## config.mk

```make
export PLATFORM = sky130hd
export DESIGN_NAME = ambient_light_conditioner
export DESIGN_NICKNAME = d
export VERILOG_FILES = /design/src/rtl/ambient_light_conditioner.sv
export SDC_FILE = /design/constraint.sdc
export NUM_CORES = 1
export LEC_CHECK = 0
export ABC_AREA = 1
export CORE_ASPECT_RATIO = 2
export CORE_MARGIN = 1.5
export CORE_UTILIZATION = 35
export CTS_BUF_LIST = sky130_fd_sc_hd__clkbuf_16
export DETAILED_ROUTE_END_ITERATION = 6
export MAX_ROUTING_LAYER = met4
export PLACE_DENSITY_LB_ADDON = 0.08
export SETUP_SLACK_MARGIN = 0.15
export SLEW_MARGIN = 10
export SYNTH_ARGS = -nofsm -noshare
export SYNTH_HDL_FRONTEND = slang
export SYNTH_SLANG_ARGS = --single-unit
export TNS_END_PERCENT = 10
```

## constraint.sdc

```tcl
create_clock -name clk_in -period 2.5 [get_ports clk_in]
set_input_delay 0.75 -clock clk_in [delete_from_list [all_inputs] [get_ports clk_in]]
set_output_delay 0.75 -clock clk_in [all_outputs]
set_load 0.05 [all_outputs]
```

## src/rtl/ambient_light_conditioner.sv

```systemverilog
// ambient_light_conditioner: 4-sample moving average of raw ADC light samples,
// followed by a dark/bright hysteresis FSM with persistence filtering.
// Latency: sample capture -> avg_level/avg_valid 1 edge, -> light_sensor 2 edges.
// Backpressure: none; one sample per cycle is accepted and fully pipelined.
//
// Ports:
//   clk_in        rising-edge clock
//   reset         asynchronous, active-high; clears all state
//   sample_valid  one-cycle strobe qualifying sample_data
//   sample_data   raw ambient level (small = dark)
//   light_sensor  filtered night indication (1 = night), decoded from state only
//   avg_level     registered 4-sample average (truncated)
//   avg_valid     one-cycle pulse when avg_level was updated with a full window
module ambient_light_conditioner #(
  parameter int WIDTH     = 8,
  parameter int DARK_TH   = 64,
  parameter int BRIGHT_TH = 128,
  parameter int HOLD      = 3
) (
  input  logic             clk_in,
  input  logic             reset,
  input  logic             sample_valid,
  input  logic [WIDTH-1:0] sample_data,
  output logic             light_sensor,
  output logic [WIDTH-1:0] avg_level,
  output logic             avg_valid
);

  localparam logic [WIDTH-1:0] DARK_LV   = WIDTH'(DARK_TH);
  localparam logic [WIDTH-1:0] BRIGHT_LV = WIDTH'(BRIGHT_TH);
  localparam logic [3:0]       HOLD_C    = 4'(HOLD);

  typedef enum logic [1:0] {
    DAY      = 2'd0,
    TO_NIGHT = 2'd1,
    NIGHT    = 2'd2,
    TO_DAY   = 2'd3
  } state_t;

  // ---------------------------------------------------------------------------
  // Averaging window.
  // The window is the incoming sample plus the three previous ones; the oldest
  // of the four would only ever be dropped, so it is not stored.
  // ---------------------------------------------------------------------------
  logic [2:0][WIDTH-1:0] hist;
  logic [2:0]            fill;
  logic [2:0]            fill_next;
  logic [WIDTH+1:0]      win_sum;

  always_comb begin
    win_sum   = {2'b00, sample_data} + {2'b00, hist[0]}
              + {2'b00, hist[1]}     + {2'b00, hist[2]};
    fill_next = (fill == 3'd4) ? 3'd4 : fill + 3'd1;
  end

  always_ff @(posedge clk_in or posedge reset) begin
    if (reset) begin
      hist      <= '0;
      fill      <= 3'd0;
      avg_level <= '0;
      avg_valid <= 1'b0;
    end else begin
      avg_valid <= 1'b0;
      if (sample_valid) begin
        hist[0]   <= sample_data;
        hist[1]   <= hist[0];
        hist[2]   <= hist[1];
        fill      <= fill_next;
        avg_level <= win_sum[WIDTH+1:2];
        // Decisions are only made once four real samples fill the window.
        avg_valid <= (fill_next == 3'd4);
      end
    end
  end

  // ---------------------------------------------------------------------------
  // Hysteresis / persistence FSM. Only advances on a fresh full-window average.
  // ---------------------------------------------------------------------------
  state_t     state;
  state_t     state_next;
  logic [3:0] cnt;
  logic [3:0] cnt_next;
  logic [3:0] cnt_inc;
  logic       dark;
  logic       bright;

  always_ff @(posedge clk_in or posedge reset) begin
    if (reset) begin
      state <= DAY;
      cnt   <= 4'd0;
    end else begin
      state <= state_next;
      cnt   <= cnt_next;
    end
  end

  always_comb begin
    state_next = state;
    cnt_next   = cnt;
    dark       = (avg_level <= DARK_LV);
    bright     = (avg_level >= BRIGHT_LV);
    cnt_inc    = cnt + 4'd1;

    if (avg_valid) begin
      case (state)
        DAY: begin
          if (dark) begin
            state_next = TO_NIGHT;
            cnt_next   = 4'd1;
          end
        end
        TO_NIGHT: begin
          if (dark) begin
            if (cnt_inc == HOLD_C) begin
              state_next = NIGHT;
              cnt_next   = 4'd0;
            end else begin
              cnt_next   = cnt_inc;
            end
          end else begin
            // Any break in the dark run (including mid-band) restarts it.
            state_next = DAY;
            cnt_next   = 4'd0;
          end
        end
        NIGHT: begin
          if (bright) begin
            state_next = TO_DAY;
            cnt_next   = 4'd1;
          end
        end
        TO_DAY: begin
          if (bright) begin
            if (cnt_inc == HOLD_C) begin
              state_next = DAY;
              cnt_next   = 4'd0;
            end else begin
              cnt_next   = cnt_inc;
            end
          end else begin
            state_next = NIGHT;
            cnt_next   = 4'd0;
          end
        end
        default: begin
          state_next = DAY;
          cnt_next   = 4'd0;
        end
      endcase
    end
  end

  // Night is indicated while in NIGHT or while still confirming a return to day.
  assign light_sensor = (state == NIGHT) || (state == TO_DAY);

endmodule

```

# Word level (Yosys, flattened, before mapping)
# Cells that the tools add are included.
[word_totals]
latch_bits = 0
wordCells = 44
out_inout_bits = 10
regBits = 42
ram_bits = 0
mem_count = 0
romBits = 0
[classes]
n_mul = 0
shifts = 0
eq_ne = 10
div_mod_pow = 0
n_bitwise = 0
n_lt_le_gt_ge = 2
mux = 15
n_reduce_logical = 4
add_sub_neg = 5
[op_table]
columns = ["operator", "count"]
rows = [
  ["4-bit two-way mux", 5],
  ["4-bit case mux with 4 select lines", 1],
  ["2-bit two-way mux", 6],
  ["10-bit by 8-bit adder with 10-bit output", 1],
  ["9-bit by 8-bit adder with 10-bit output", 1],
  ["8-bit by 8-bit adder with 9-bit output", 1],
  ["8-bit greater-or-equal comparator (second input constant)", 1],
  ["8-bit by 7-bit <= comparator with 1-bit output (second input constant)", 1],
  ["2-bit case mux with 4 select lines", 1],
  ["3-bit equality test (second input constant)", 2],
  ["3-bit != test (second input constant)", 2],
  ["5-bit AND reduction", 1],
  ["4-bit by 1-bit adder with 4-bit output (second input constant)", 1],
  ["2-bit equality test (second input constant)", 2],
  ["4-bit by 2-bit equality test with 1-bit output (second input constant)", 1],
  ["2-bit != test (second input constant)", 2],
  ["3-bit by 1-bit adder with 3-bit output (second input constant)", 1],
  ["3-bit two-way mux", 1],
  ["3-bit AND reduction", 1],
  ["2-bit by 1-bit equality test with 1-bit output (second input constant)", 1],
  ["2-bit logical NOT", 1],
  ["1-bit logical OR", 1],
  ["1-bit two-way mux", 1],
]

# Longest topological paths before layout
[depth]
word_depth = 5
depth_mapped = 13

# Least setup slack after synthesis
# Ideal clock, no wire load.
[synth_timing]
path_kind = "input port to flip-flop"
start = "in sample_data[1]"
end = "reg avg_level[5]"
path_stages = 13
path_buffers = 0
arrival_time_ns = 2.946
setup_time_ns = 0.118
path_slack_ns = -0.564
path_cell_list = "inv_1 fa_1 inv_1 fa_1 nand3_1 fa_1 inv_1 nand3_1 nand2_1 a21oi_1 or2_1 nand3_1 nand2_1"
[synth_via]
elab_chain_cells = 3
[synth_rtl]
columns = ["element", "line_no", "source"]
rows = [
  ["start, declared", "23", "input logic [WIDTH-1:0] sample_data,"],
  ["8-bit by 8-bit adder with 9-bit output", "51", "win_sum = {2'b00, sample_data} + {2'b00, hist[0]}"],
  ["9-bit by 8-bit adder with 10-bit output", "52", "+ {2'b00, hist[1]} + {2'b00, hist[2]};"],
  ["10-bit by 8-bit adder with 10-bit output", "52", ""],
  ["end signal, assigned", "69", "avg_level <= win_sum[WIDTH+1:2];"],
  ["end, declared", "25", "output logic [WIDTH-1:0] avg_level,"],
]
# Every way passes these cells.
# A chain may end at the register's enable or synchronous reset.

# Final worst setup path
# Ends and elaborated chain as after synthesis.

==> key figures <==
Outcome
  • Status: finished with violations
  • Failing checks: setup timing

Logic synthesis
  • Post-Synth Simple-Gate Area: 18.1%
  • Adder-Cell Fraction of Synth Area: 18.0%
  • Largest area contributor in the netlist: dfrtp_1
  • Register area share after synthesis: 41.3%
  • Mux contribution to synthesized area: 0%
  • XOR/XNOR share of the synthesized area: 1.03%
  • Complex-gate fraction of the synthesized area: 9.83%
  • Largest family of logic cells by synthesized area: simple AND/OR/NAND/NOR gates
  • Syn nets: 344
  • Post-Syn Area: 2550 um2
  • Cells after Synth: 306
  • Number of synthesized register bits: 42
  • Unique masters post-synth: 27
  • Ys Warns: 0
  • Share of the synthesized area in the top cell type: 41.3%
  • Synth top area cells: dfrtp_1, fa_1, nand2_1, inv_1, o21ai_0
  • Avg Inst Size Synth: 8.32 um2

STA
  • Total negative slack: -1040 ps
  • Unrepaired setup endpoints after global routing: yes
  • Final Skew: 5.08 ps
  • Relative slew slack: 56.6%
  • Fmax: 365 MHz
  • Final number of setup-violating endpoints: 6
  • Final min period: 2740 ps
  • Hold Vio Cnt, Final: 0
  • Pin slew with the least headroom to its limit: 647 ps
  • Period utilisation layout: 110%
  • Fin. max-slew vios: 0
  • Setup ws final: -238 ps

Global route
  • Largest net degree at the start of global routing: 29
  • Vias in the first global route: 1,940
  • First-pass GRT wire length: 8.98 mm
  • Initial antenna violation count: 0
  • GRT Residual Overflow: 0
  • All-layer global routing usage: 15.6%

Place
  • Placed Instances: 420
  • Detailed Place HPWL: 3.92 mm
  • GPL Wtd Cong: 0.752
  • Place WS: -1010 ps
  • PortBufs: 20

Clock network
  • Latest clock arrival within the worst-skew pair: 290 ps
  • Sink Count: 42
  • CTS Buffer Depth: 2
  • CTS tree: yes
  • H-tree levels: 2
  • Root Buffer: clkbuf_16
  • Reg clk slew, reported paths: 60 ps
  • Total CTS buffers: 5
  • # hold bufs at CTS: 0

Final layout
  • Filler cell count: 719
  • Nets@finish: 376
  • P&R area growth vs syn: 24.9%
  • Post-route insts no fill: 429
  • Layout cells sized above 1: 18.0%
  • Antenna Diode Count: 0

Routing
  • Mean routed wirelength per cell: 11.9 um
  • Antenna-violating nets left: 0
  • DRC: 0
  • Via count: 1,910
  • DR pass1 iterations: 4
  • Vias per cell: 4.45
  • 1st-iter DRT viols: 68
  • Drt total wl: 5.12 mm

Pwr
  • Power per standard cell area: 1060 nW/um2
  • Pleak: 1.61 nW
  • Peak supply drop: 0.420 mV

Worst setup path
  • Crit path capture type: flip-flop
  • CP Launch Type: input pin
  • Arr. time, crit path: 2920 ps
  • WP data required: 2680 ps
  • Setup CP Type: in -> reg
  • Critical path peak fanout: 3

Floorplanning
  • I/O Pins: 21
  • Row cnt: 43
  • Core footprint: 6990 um2
  • Total Die Area: 7830 um2
  • Die X-Extent: 63.3 um
  • Die Span Y: 124 um
  • Initial Utilization: 36.4%

Min path
  • Worst min path class: reg -> reg

Run
  • Max cap viols: 0
[report_power, final]
group | switching [mW] | internal, mW
clock | 0.257 | 0.361
combinational | 1.02 | 0.724
sequential | 0.156 | 0.842
[Yosys cell counts, drive strengths merged]
cell	instances
ha	11
nand4	4
buf	4
inv	68
nand3b	1
or2	1
clkbuf	5
nor3	1
nor2	10
nand2	80
a21oi	9
dfrtp	42
o21ai	35
xnor2	3
a21boi	1
fa	16
o21bai	1
nand3	13
o211ai	1
[kinds of logic (layout without fill, tap and decap cells)]
family	count (synthesis)	in the layout
DFF	42	42
adders and majority gates	27	27
buffers and inverters	77	110
AOI/OAI and AO/OA	47	47
and+or+nand+nor	110	110
xor gates and xnor gates	3	3
[through the flow]
step / power (mW) / hold slack [ps] / util, % / cell area, um2
after floorplan: 2.10 / 450 / - / 2560
after global placement: 2.58 / 460 / 42.1 / 2940
after detailed placement: 2.59 / 470 / 42.1 / 2940
after CTS: 3.41 / 485 / 45.3 / 3170
after global routing: 3.68 / 515 / 45.5 / 3180
final: 3.36 / 480 / 45.5 / 3180
[area by class of cell]
class                           instances  area [um2]  share of cell area, %
Multi-Input combinational cell        187        1310                   41.2
Sequential cell                        42        1050                   33.1
Timing Repair Buffer                   34         313                   9.84
Inverter                               68         255                   8.03
Clock buffer                            5         125                   3.94
Tap cell                               90         113                   3.54
Clock inverter                          3        12.5                  0.394
[path summary, 6_finish.rpt]
| path | startpoint | slack [ps] | cells after the start | end |
|---|---|---|---|---|
| max in group asynchronous | reset | 1230 | 3 | hist[17]$_DFFE_PP0P_ |
| setup / recovery | sample_data[1] | -240 | 14 | avg_level[5]$_DFFE_PP0P_ |
| hold reg to reg | hist[12]$_DFFE_PP0P_ | 480 | 2 | hist[20]$_DFFE_PP0P_ |
| hold / removal | hist[12]$_DFFE_PP0P_ | 480 | 2 | hist[20]$_DFFE_PP0P_ |
| setup reg to reg | hist[1]$_DFFE_PP0P_ | -130 | 13 | avg_level[5]$_DFFE_PP0P_ |
| min in group asynchronous | reset | 780 | 2 | state[1]$_DFFE_PP0P_ |
[timing repair]
action                     4_1_cts  5_1_grt
pin swaps                       25       10
setup endpoints to repair        8       11
resized for setup               41        7
buffers inserted                 1        0
[sequential cells by signal (all words and copies together) (netlist names)]
| name | count |
|---|---|
| cnt | 4 |
| state | 2 |
| hist | 24 |
| fill | 3 |
| avg_valid | 1 |
| avg_level | 8 |
[placed cells by master, fill, tap and decap left out, types with 6 or more instances in the layout]
cell type	count
ha_1	6
dfrtp_1	42
buf_4	13
inv_2	12
nand3_1	9
inv_1	56
fa_1	14
clkdlybuf4s50_1	9
nor2_1	9
nand2_1	74
o21ai_0	31
[worst max-delay path, stage by stage]
cell and delay [ps]:
buf_6 70, inv_2 30, fa_1 490, inv_2 40, fa_1 480, nand3_2 90
fa_2 360, inv_2 70, nand3_2 60, nand2_2 90, a21oi_2 60, or2_1 200
nand3_1 60, nand2_1 50
[layer usage]
| layer | vias to the layer above | part of all wire [%] | track usage, % | wire, um |
|---|---|---|---|---|
| met1 | 886 | 40 | 16.5 | 2030 |
| li1 | 992 | - | - | - |
| met5 | - | 0 | - | 0 |
| met2 | 25 | 56 | 28.1 | 2850 |
| met3 | 7 | 2.2 | 2.71 | 113 |
| met4 | 0 | 2.4 | 7.74 | 125 |
(Power assumes the default switching activity.)
